==> config.mk <==
export PLATFORM = sky130hd
export DESIGN_NAME = alarm_sounder
export DESIGN_NICKNAME = d
export VERILOG_FILES = /design/src/rtl/alarm_sounder.sv
export SDC_FILE = /design/constraint.sdc
export NUM_CORES = 1
export LEC_CHECK = 0
export CORE_UTILIZATION = 45
export CTS_BUF_LIST = sky130_fd_sc_hd__clkbuf_4 sky130_fd_sc_hd__clkbuf_8
export DETAILED_ROUTE_END_ITERATION = 8
export PLACE_DENSITY = 0.9
export SYNTH_ARGS = -nofsm -noshare
export SYNTH_HDL_FRONTEND = slang
export SYNTH_SLANG_ARGS = --single-unit
export TNS_END_PERCENT = 30
==> constraint.sdc <==
create_clock -name CLK -period 3.83 [get_ports CLK]
set_clock_uncertainty 0.1 [all_clocks]
set_input_delay 1.149 -clock CLK [delete_from_list [all_inputs] [get_ports CLK]]
set_output_delay 1.149 -clock CLK [all_outputs]
set_load 0.02 [all_outputs]
==> src/rtl/alarm_sounder.sv <==
// Alarm sounder: rings on alarm/time match, with stop, 60 s timeout and optional snooze.
// Optional feature: define SNOOZE_EN to include the SNOOZE state and 540 s snooze counter.
module alarm_sounder (
  input  logic       CLK,
  input  logic       RESETN,
  input  logic       SEC_TICK,
  input  logic       ALARM_EN,
  input  logic [3:0] ALARM_HRS,
  input  logic [5:0] ALARM_MINS,
  input  logic       ALARM_AM_PM,
  input  logic [3:0] TIME_HRS,
  input  logic [5:0] TIME_MINS,
  input  logic       TIME_AM_PM,
  input  logic       STOP_BTN,
  input  logic       SNOOZE_BTN,
  output logic       RINGING,
  output logic       SNOOZING,
  output logic       SPEAKER
);

`ifdef SNOOZE_EN
  typedef enum logic [1:0] {IDLE, RING, DONE, SNOOZE} state_t;
`else
  typedef enum logic [1:0] {IDLE, RING, DONE} state_t;
`endif

  state_t     state, state_n;
  logic [5:0] ring_cnt;
  logic       beep_ph;
  logic       stop_q;
  logic       match;
  logic       stop_press;
  logic       ring_entry;

  assign match = ALARM_EN &&
                 ({TIME_AM_PM, TIME_HRS, TIME_MINS} == {ALARM_AM_PM, ALARM_HRS, ALARM_MINS});
  assign stop_press = STOP_BTN & ~stop_q;
  assign ring_entry = (state_n == RING) && (state != RING);

`ifdef SNOOZE_EN
  logic [9:0] snz_cnt;
  logic       snz_q;
  logic       snz_press;
  assign snz_press = SNOOZE_BTN & ~snz_q;
`else
  logic unused_snooze_btn;
  assign unused_snooze_btn = SNOOZE_BTN;
`endif

  always_comb begin
    state_n = state;
    case (state)
      IDLE: if (match) state_n = RING;
      RING: begin
        if (stop_press)                           state_n = DONE;
`ifdef SNOOZE_EN
        else if (snz_press)                       state_n = SNOOZE;
`endif
        else if (SEC_TICK && ring_cnt == 6'd59)   state_n = DONE;
      end
`ifdef SNOOZE_EN
      SNOOZE: begin
        if (stop_press)                           state_n = DONE;
        else if (SEC_TICK && snz_cnt == 10'd0)    state_n = RING;
      end
`endif
      DONE: if (!match) state_n = IDLE;
      default: state_n = IDLE;
    endcase
    // Disarming overrides every other transition
    if (!ALARM_EN) state_n = IDLE;
  end

  always_ff @(posedge CLK or negedge RESETN) begin
    if (!RESETN) begin
      state    <= IDLE;
      ring_cnt <= 6'd0;
      beep_ph  <= 1'b0;
      stop_q   <= 1'b0;
    end else begin
      state  <= state_n;
      stop_q <= STOP_BTN;
      if (ring_entry) begin
        ring_cnt <= 6'd0;
        beep_ph  <= 1'b1;
      end else if (state == RING && state_n == RING && SEC_TICK) begin
        ring_cnt <= ring_cnt + 6'd1;
        beep_ph  <= ~beep_ph;
      end
    end
  end

`ifdef SNOOZE_EN
  // Snooze countdown: 539 down to 0, then the tick at 0 re-rings (540 s)
  always_ff @(posedge CLK or negedge RESETN) begin
    if (!RESETN) begin
      snz_cnt <= 10'd0;
      snz_q   <= 1'b0;
    end else begin
      snz_q <= SNOOZE_BTN;
      if (state_n == SNOOZE && state != SNOOZE)
        snz_cnt <= 10'd539;
      else if (state == SNOOZE && SEC_TICK && snz_cnt != 10'd0)
        snz_cnt <= snz_cnt - 10'd1;
    end
  end
  assign SNOOZING = (state == SNOOZE);
`else
  assign SNOOZING = 1'b0;
`endif

  assign RINGING = (state == RING);
  assign SPEAKER = (state == RING) && beep_ph;

endmodule
After elaboration in Yosys (flattened, before gate mapping)
Cells that the tools add are included.
Storage, ports and cells
  bits in registers: 10
  input bits: 28
  output and inout port bits: 3
  logic and storage cells: 32
Cells by class
  add/subtract/negate cells: 1
  equality and inequality tests: 6
  multiplexer cells: 10
  bitwise gates (word level): 3
  reduce and logical (&&, ||, !) cells: 8
Operators with widths (number)
  6-bit 2-to-1 mux: 2
  11-bit equality test: 1
  2-bit 2-to-1 mux: 5
  6-bit by 1-bit adder with 6-bit output, second input constant: 1
  6-bit equality test, second input constant: 1
  1-bit logical AND: 6
  2-bit case mux with 3 select lines: 1
  2-bit by 1-bit equality test with 1-bit output, second input constant: 2
  2-bit equality test, second input constant: 1
  2-bit logical NOT: 1
  1-bit 2-to-1 mux: 2
  2-bit by 1-bit != test with 1-bit output, second input constant: 1
  1-bit inverter: 2
  2-bit nonzero test: 1
  1-bit bitwise AND: 1

Logic depth before layout (Yosys ltp)
Gate-level depths: netlist of the first run.
  word-level depth: 11
  mapped depth: 6
  gate-level depth less buffers: 6

Least setup slack after synthesis of the first run
No wires, ideal clock.
  path kind: input to register
  start: in ALARM_MINS[5]
  end: reg beep_ph
  library setup time: 0.104 ns
  arrival: 2.281 ns
  required time: 3.626 ns
  path slack: 1.345 ns
  stages: 5
  path buffers: 0
  cells stage by stage: xor2_1 -> nor4_4 -> nand3_2 -> and2_4 -> o41ai_2
Between the ends
  word-level cells in the longest chain between the ends: 9
  elaborated cells on any way between the ends: 12
  those cells by class: eq/ne (2); mux (5); reduce/logical (5)
RTL lines
  from (decl): RTL line 9  | input logic [5:0] ALARM_MINS,
  11-bit equality test (*): RTL line 36  | ({TIME_AM_PM, TIME_HRS, TIME_MINS} == {ALARM_AM_PM, ALARM_HRS, ALARM_MINS});
  1-bit logical AND (*): RTL line 35  | assign match = ALARM_EN &&
  2-bit 2-to-1 mux (on tied branches): RTL line 67, 53
  2-bit case mux with 3 select lines (*): RTL line 52  | case (state)
  2-bit 2-to-1 mux (*): RTL line 71  | if (!ALARM_EN) state_n = IDLE;
  2-bit by 1-bit equality test with 1-bit output (*): RTL line 38, 86
  1-bit logical AND (2 in series): RTL line 86  | end else if (state == RING && state_n == RING && SEC_TICK) begin
  2-bit nonzero test (no source line)
  to (signal assigned): RTL line 88  | beep_ph <= ~beep_ph;
  to (decl): RTL line 29  | logic beep_ph;
Mark *: on every way between the ends. The rest lies on a longest branch, timed or not.
A chain may end at the register's enable or synchronous reset.

Worst setup path after layout of the first run
  start: in ALARM_EN
  end: reg ring_cnt[0]
Between the ends
  word-level cells in the longest chain between the ends: 8
  elaborated cells on any way between the ends: 11
  those cells by class: eq/ne (1); mux (5); reduce/logical (5)
RTL lines
  from (decl): RTL line 7  | input logic ALARM_EN,
  1-bit logical AND: RTL line 35
  2-bit 2-to-1 mux (on tied branches): RTL line 67, 53
  2-bit case mux with 3 select lines: RTL line 52
  2-bit 2-to-1 mux (*): RTL line 71
  2-bit by 1-bit equality test with 1-bit output (*): RTL line 38, 86
  1-bit logical AND (2 in series): RTL line 86
  2-bit nonzero test (no source line)
  to (signal assigned): RTL line 87  | ring_cnt <= ring_cnt + 6'd1;
  to (decl): RTL line 28  | logic [5:0] ring_cnt;
Marked as above.

==> metrics.txt, run 1 <==
Worst Reg-to-Reg Cells=5; CP endpoint=ring_cnt[0]; Synth top area share=0.309; largest net degree at the start of global routing=11; H-tree level count=1; RR Startpoint=state[0]; Hold Crit Class=flip-flop to flip-flop; Synth area leaders=dfrtp_1, xor2_1, nor4_4; initial antenna violation count=0; mapped cell area=811 µm²; die area=1980 µm²; Yosys reg bits=10; postcts setup bufs=0; Initial DRC Count=13; worst r2r dst=ring_cnt[0]; crit end category=flip-flop; Layout area overhead=39.7%; starting density of the core=0.509; Synth area leader=dfrtp_1; PortBufs=28; Residual DRC=0; gr usage total=0.202; TritonCTS clock tree=built; final-report max-slew violation count=0; Fin Setup TNS=0 ns; RSZ-0062 raised after global routing=no; post-synthesis async set-or-reset flop share=1.00; hold path startpoint=beep_ph; synth warn=0; Layout Utilization=0.710; dpl ws=0.653 ns; nets=145; std cell rows=14; CTS buffer count=3; Max-cap violations=0; min Tclk post-route=2.92 ns; Via density=5.49; Wirelength per Cell=12.8 µm; Final Wtd Congestion=0.866; die width=44.4 µm; Worst Hold Depth=1; Worst Setup SP=ALARM_EN; Slew headroom=0.606; # setup viols final=0; CP required=3.91 ns; Seq/Total Area, Yosys=0.309; Slew @ Worst Pin=0.588 ns; VDD IR max=0.167 mV; Synth cell types=35; Hold Slack=0.402 ns; Post-Syn Nets=114; Syn Area/Cell=9.54 µm²; first-pass GRT wire length=2.95 mm; fin crit share=0.762; vias in the first global route=729; P per Cell Area=206 nW/µm²; Arrival @ worst endpoint=3.00 ns; final antenna-violating net count=0; Reg area=250 µm²; Die Y=44.4 µm; CTS Root Cell=clkbuf_4; GRT overflow=0; Worst-Skew Late Latency=0.27 ns; CP startpoint kind=input port; Leak=0.480 nW; CP Max Fanout=6; WS Path Type=input port to flip-flop; Final Hold Viols=0; EDFF count, synth=0; fmax=343 MHz; share of post-route cells with drive strength above 1=0.0789; First-pass DRT Iterations=4; post_cts resized=0; worst reg2reg setup slack=1.87 ns; status=completed; Multi-input gate area=546 µm²; Core Area=1590 µm²; # clock sinks=10; IO Pins=31; Post-Syn Instances=85; clock-pin slew on the worst setup and hold paths=0.06 ns; diodes inserted=0; routed wire length=1.77 mm; fill count=138; clock buffer depth=2; Main synth FF type=dfrtp_1; DP Wirelength=1.47 mm; Post-CTS Hold Fix Bufs=0; Setup WS post-layout=0.913 ns; vias=758
cells by family (layout without fill, tap and decap cells):
kind of cell / after synthesis / count (layout) / share of synthesized area
XOR/XNOR: 11 / 11 / 0.119
buffers and inverters: 3 / 32 / 0.0185
AO/OA/AOI/OAI: 18 / 18 / 0.164
other: 1 / 1 / 0.00463
flip-flops: 10 / 10 / 0.309
adder cells (fa/ha/maj): 1 / 1 / 0.0154
multiplexers: 2 / 2 / 0.0247
AND/OR/NAND/NOR: 39 / 39 / 0.346
power breakdown:
part / switching (mW) / internal (mW) / leakage, nW
Sequential: 0.000582 / 0.107 / 0.137
Combinational: 0.0235 / 0.0325 / 0.329
Clock: 0.0335 / 0.0362 / 0.0138
synthesized netlist by cell type, drive strengths merged, types with 2 or more instances:
master and instances:
xor2 11, dfrtp 10, a21oi 6, nand2b 5, nand3 5, nand2 4, nand4 4, nor2 4
nor2b 4, and2 3, nor4 3, and4 2, mux2i 2, o211a 2, o21ai 2
per-layer routing:
metal | GRT usage | up-vias | wire length [µm]
met1 | 0.223 | 364 | 766
met3 | 0.0776 | 0 | 82
met4 | 0.0182 | 0 | 0
met5 | 0 | - | 0
li1 | - | 376 | -
met2 | 0.376 | 18 | 924
sequential cells by signal, summed over array words and instances, names as in the netlist:
register and cells:
ring_cnt 6, state 2, beep_ph 1, stop_q 1
through the flow:
| step | std cells | cell area [µm²] | power [mW] |
|---|---|---|---|
| after global placement | 135 | 1110 | 0.164 |
| final | 138 | 1130 | 0.233 |
| after CTS | 138 | 1130 | 0.237 |
| after floorplan | 85 | 811 | 0.132 |
| after detailed placement | 135 | 1110 | 0.166 |
| after global routing | 138 | 1130 | 0.245 |
area by class of cell:
| cell class | count | area share |
|---|---|---|
| clock buffer | 3 | 0.0199 |
| inverter | 1 | 0.00331 |
| multi-input combinational | 72 | 0.482 |
| sequential | 10 | 0.221 |
| tap | 24 | 0.0265 |
| timing repair buffer | 28 | 0.248 |
how the worst min path moves through the flow:
| stage | end | slack, ns |
|---|---|---|
| floorplan | beep_ph | 0.36 |
| global placement | beep_ph | 0.37 |
| detailed placement | ring_cnt[4] | 0.39 |
| CTS | ring_cnt[4] | 0.40 |
| global route | beep_ph | 0.41 |
| finish | beep_ph | 0.40 |
cell usage in the layout, fill, tap and decap left out, types with 2 or more instances in the layout:
master,count
o211a_1,2
nor4_4,3
clkbuf_4,3
o21ai_0,2
a21oi_1,6
nand2_1,4
and2_1,2
nor2_1,4
mux2i_1,2
clkdlybuf4s50_1,28
nand2b_1,5
xor2_1,11
nand4_1,4
nand3_1,4
nor2b_1,4
dfrtp_1,10
and4_1,2
worst max-delay path, cell delays in order:
cell             delay [ns]
clkdlybuf4s50_1        0.56
nand2b_1               0.12
nor4_4                 0.43
nand3_2                0.20
a21oi_1                0.30
mux2i_1                0.23
No activity file was read; power rests on OpenSTA's default activity.
==> run 2: changes to the inputs <==
==> constraint.sdc (replaced) <==
create_clock -name CLK -period 2.9 [get_ports CLK]
set_clock_uncertainty 0.1 [all_clocks]
set_input_delay 0.87 -clock CLK [delete_from_list [all_inputs] [get_ports CLK]]
set_output_delay 0.87 -clock CLK [all_outputs]
set_load 0.02 [all_outputs]
==> run 2 against run 1 <==
First-iteration DRC count increased by 54%. Die area unchanged. Critical endpoint is now SPEAKER. Worst setup slack got worse by 0.64 ns. Critical path type is now flip-flop to output port.
==> metrics.txt, run 2 (same netlist as run 1, synthesis figures left out) <==
crit-path cells=nor2b_1 > and2_1 > clkdlybuf4s50_1; registers with the most flip-flops=ring_cnt x6, state x2; Worst Setup SP=state[0]; final antenna-violating net count=0; global-route met3 utilization=0.0898; biggest cell delay along the critical path=0.59 ns; CTS buffer count=3; vias=805; Leak=0.505 nW; Worst-Skew Late Latency=0.27 ns; Fin Setup TNS=0 ns; Final Wtd Congestion=0.879; final instance area=1170 µm²; met2 usage=0.406; final-report max-slew violation count=0; PortBufs=28; Die Y=44.4 µm; Wirelength per Cell=14.4 µm; die width=44.4 µm; GR met1 Demand/Resource=0.244; diodes inserted=0; WS Path Type=flip-flop to output port; share of post-route cells with drive strength above 1=0.118; Largest register FFs=6; status=completed; Via density=5.63; post_cts resized=0; CP Depth=3; largest net degree at the start of global routing=11; RR Startpoint=state[0]; clock buffer depth=2; Layout area overhead=44.3%; Max-cap violations=0; first-pass GRT wire length=3.33 mm; CP required=1.93 ns; routed wire length=2.05 mm; TritonCTS clock tree=built; initial antenna violation count=0; # setup viols final=0; Worst Reg-to-Reg Cells=5; Placed Area=1150 µm²; RSZ-0062 raised after global routing=no; CTS Root Cell=clkbuf_4; VDD IR max=0.212 mV; fin crit share=0.906; Biggest register=ring_cnt; fmax=381 MHz; Final Hold Viols=0; starting density of the core=0.509; vias in the first global route=826; Residual DRC=0; Hold Crit Class=flip-flop to flip-flop; slowest CP cell=clkdlybuf4s50_1; commonest cells after routing, fill and taps aside=clkdlybuf4s50_1, xor2_1, dfrtp_1; min Tclk post-route=2.63 ns; gr usage total=0.235; Core Area=1590 µm²; Pwr Total=314 µW; CP startpoint kind=flip-flop; IO Pins=31; DP Wirelength=1.64 mm; worst reg2reg setup slack=1.02 ns; H-tree level count=1; CP endpoint=SPEAKER; commonest non-fill, non-tap cell in the layout=clkdlybuf4s50_1; postcts setup bufs=0; clock-pin slew on the worst setup and hold paths=0.07 ns; First-pass DRT Iterations=4; die area=1980 µm²; Initial DRC Count=20; Arrival @ worst endpoint=1.66 ns; critical path's top delay family=buffers and inverters; Post-CTS Hold Fix Bufs=0; # clock sinks=10; nets=150; crit end category=output port; CP Max Fanout=5; Most Crowded Layer GR=met2; P per Cell Area=268 nW/µm²; worst r2r dst=beep_ph; Buf/Inv on CP=1; std cell rows=14; GRT overflow=0
-- run 2: cell count changes in the layout (fill, tap and decap cells not counted) --
cell / previous run / this run
buf_4: 0 / 5
-- run 2: area by class of cell --
cell class | instances | area [µm²]
Fill cell | 124 | 424
Multi-Input combinational cell | 72 | 546
Inverter | 1 | 3.75
Sequential cell | 10 | 250
Clock buffer | 3 | 22.5
Timing Repair Buffer | 33 | 318
Tap cell | 24 | 30.0
-- run 2: worst reg2reg max path, delay by kind of cell, from the launching register on --
family,cells,cell delay (ns)
AND/OR/NAND/NOR,4,0.96
AO/OA/AOI/OAI,1,0.28
flip-flops,1,0.42
-- run 2: how the worst min path moves through the flow --
stage	startpoint	endpoint	slack (ns)	depth (start not counted)
global placement	beep_ph	beep_ph	0.37	1
floorplan	beep_ph	beep_ph	0.36	1
finish	beep_ph	beep_ph	0.42	1
detailed placement	beep_ph	beep_ph	0.39	1
CTS	beep_ph	beep_ph	0.41	1
global route	beep_ph	beep_ph	0.43	1
-- run 2: through the flow --
stage                     cells  utilization  hold slack (ns)  setup WS [ns]
final                       143        0.734            0.422          0.273
after global routing        143        0.734            0.433          0.207
after CTS                   143        0.734            0.410          0.274
after detailed placement    140        0.720            0.388          0.176
after global placement      140        0.720            0.371          0.208
after floorplan              85            -            0.358          0.694
-- run 2: per-layer routing --
metal  vias to the layer above  share of wire
met4                         0          0.013
met1                       385           0.40
met3                         4          0.064
met2                        34           0.52
li1                        382              -
met5                         -              0
-- run 2: report_power, final --
group,total [mW],switching [mW],internal [mW]
logic,0.0789,0.0327,0.0462
clock network,0.0931,0.0454,0.0477
registers,0.142,0.000840,0.141
total,0.314,0.0789,0.235
==> run 3: changes to the inputs <==
==> constraint.sdc (replaced) <==
create_clock -name CLK -period 2.99 [get_ports CLK]
set_clock_uncertainty 0.1 [all_clocks]
set_input_delay 0.897 -clock CLK [delete_from_list [all_inputs] [get_ports CLK]]
set_output_delay 0.897 -clock CLK [all_outputs]
set_load 0.02 [all_outputs]
==> run 3 against run 2 <==
Critical path depth unchanged. Sequential share of layout area up 0.28 points. Routed wire length down 11%. Die area unchanged. Design area down 1.3%. Sequential power down 4%. Critical path type unchanged.
==> metrics.txt, run 3 (same netlist as run 1, synthesis figures left out) <==
die area=1980 µm²; Post-CTS Hold Fix Bufs=0; # clock sinks=10; routed wire length=1.83 mm; CP Max Fanout=5; final-report max-slew violation count=0; Clk network pwr share=0.302; First-pass DRT Iterations=4; worst reg2reg setup slack=1.15 ns; P per Cell Area=263 nW/µm²; share of post-route cells with drive strength above 1=0.103; RR Startpoint=state[0]; nets=148; Post-Layout Cell Count=141; GRT overflow=0; Layout area overhead=42.4%; gr usage total=0.218; Final Wtd Congestion=0.857; hold path startpoint=beep_ph; vias in the first global route=735; CTS buffer count=3; Core Area=1590 µm²; Largest register FFs=6; Hold Crit Class=flip-flop to flip-flop; WS Path Type=flip-flop to output port; DP Wirelength=1.51 mm; vias=787; first-pass GRT wire length=3.15 mm; starting density of the core=0.509; # setup viols final=0; Logic pwr share=0.245; Initial DRC Count=26; crit end category=output port; commonest cells after routing, fill and taps aside=clkdlybuf4s50_1, xor2_1, dfrtp_1; min Tclk post-route=2.65 ns; CP startpoint kind=flip-flop; H-tree level count=1; Die Y=44.4 µm; fmax=377 MHz; IO Pins=31; commonest non-fill, non-tap cell in the layout=clkdlybuf4s50_1; PortBufs=28; WHS Endpoint=beep_ph; Switching Fraction=0.254; status=completed; dpl ws=0.151 ns; diodes inserted=0; fin crit share=0.886; Worst-Skew Late Latency=0.27 ns; VDD IR max=0.238 mV; registers with the most flip-flops=ring_cnt x6, state x2; RSZ-0062 raised after global routing=no; sw power=77.1 µW; die width=44.4 µm; std cell rows=14; Fin Setup TNS=0 ns; Residual DRC=0; TritonCTS clock tree=built; Wirelength per Cell=13.0 µm; Via density=5.58; CTS Root Cell=clkbuf_4; clock-pin slew on the worst setup and hold paths=0.06 ns; Arrival @ worst endpoint=1.65 ns; CP required=1.99 ns; Worst Hold Depth=1; post_cts resized=0; Placed Cells=138; Pint=226 µW; Setup WS post-layout=0.340 ns; clock buffer depth=2; Biggest register=ring_cnt; Final Hold Viols=0; Leak=0.494 nW; postcts setup bufs=0; initial antenna violation count=0; final antenna-violating net count=0; Max-cap violations=0; Sequential Power Share=0.453; fill count=121; largest net degree at the start of global routing=11; Worst Reg-to-Reg Cells=5; worst r2r dst=ring_cnt[1]
==> run 3: how the worst max path moves through the flow <==
stage             startpoint          end  slack [ns]  cells after the start
6_report            state[0]      SPEAKER        0.34                      3
5_1_grt             state[0]      SPEAKER        0.27                      3
4_1_cts             state[0]      SPEAKER        0.33                      3
3_5_place_dp     ALARM_AM_PM      beep_ph        0.15                      6
3_3_place_gp     ALARM_AM_PM  ring_cnt[1]        0.20                      6
2_1_floorplan  ALARM_MINS[5]      beep_ph        0.76                      5
==> run 3: per-layer routing <==
metal	part of all wire	vias up	GRT usage	routed length (µm)
li1	-	377	-	-
met1	0.41	373	0.274	750
met2	0.50	32	0.353	911
met3	0.075	5	0.0776	137
met4	0.019	0	0.0606	35
met5	0	-	0	0
==> run 3: power groups by stage <==
stage / combinational, mW / clock [mW] / sequential [mW]
6_report: 0.0743 / 0.0918 / 0.137
5_1_grt: 0.0804 / 0.0998 / 0.137
4_1_cts: 0.0752 / 0.0948 / 0.137
3_5_place_dp: 0.0749 / 0 / 0.140
3_3_place_gp: 0.0724 / 0 / 0.140
2_1_floorplan: 0.0299 / 0 / 0.140
==> run 3: layout make-up <==
class	instances	area, µm²	area share
multi-input cells	72	546	0.472
well taps	24	30.0	0.0260
repair buffers	31	303	0.262
inverters	1	3.75	0.00325
clock buffers	3	22.5	0.0195
flip-flops and latches	10	250	0.217
==> run 3: worst max-delay path, cell delays in order (launching register included) <==
cell	delay, ns
dfrtp_1	0.40
nor2b_1	0.24
and2_1	0.15
clkdlybuf4s50_1	0.59
==> run 3: through the flow <==
step	hold slack (ns)	power [mW]	area (µm²)	util
2_1_floorplan	0.358	0.170	811	-
3_3_place_gp	0.373	0.212	1130	0.710
3_5_place_dp	0.377	0.215	1130	0.710
4_1_cts	0.386	0.307	1150	0.724
5_1_grt	0.407	0.318	1150	0.724
6_report	0.380	0.303	1150	0.724
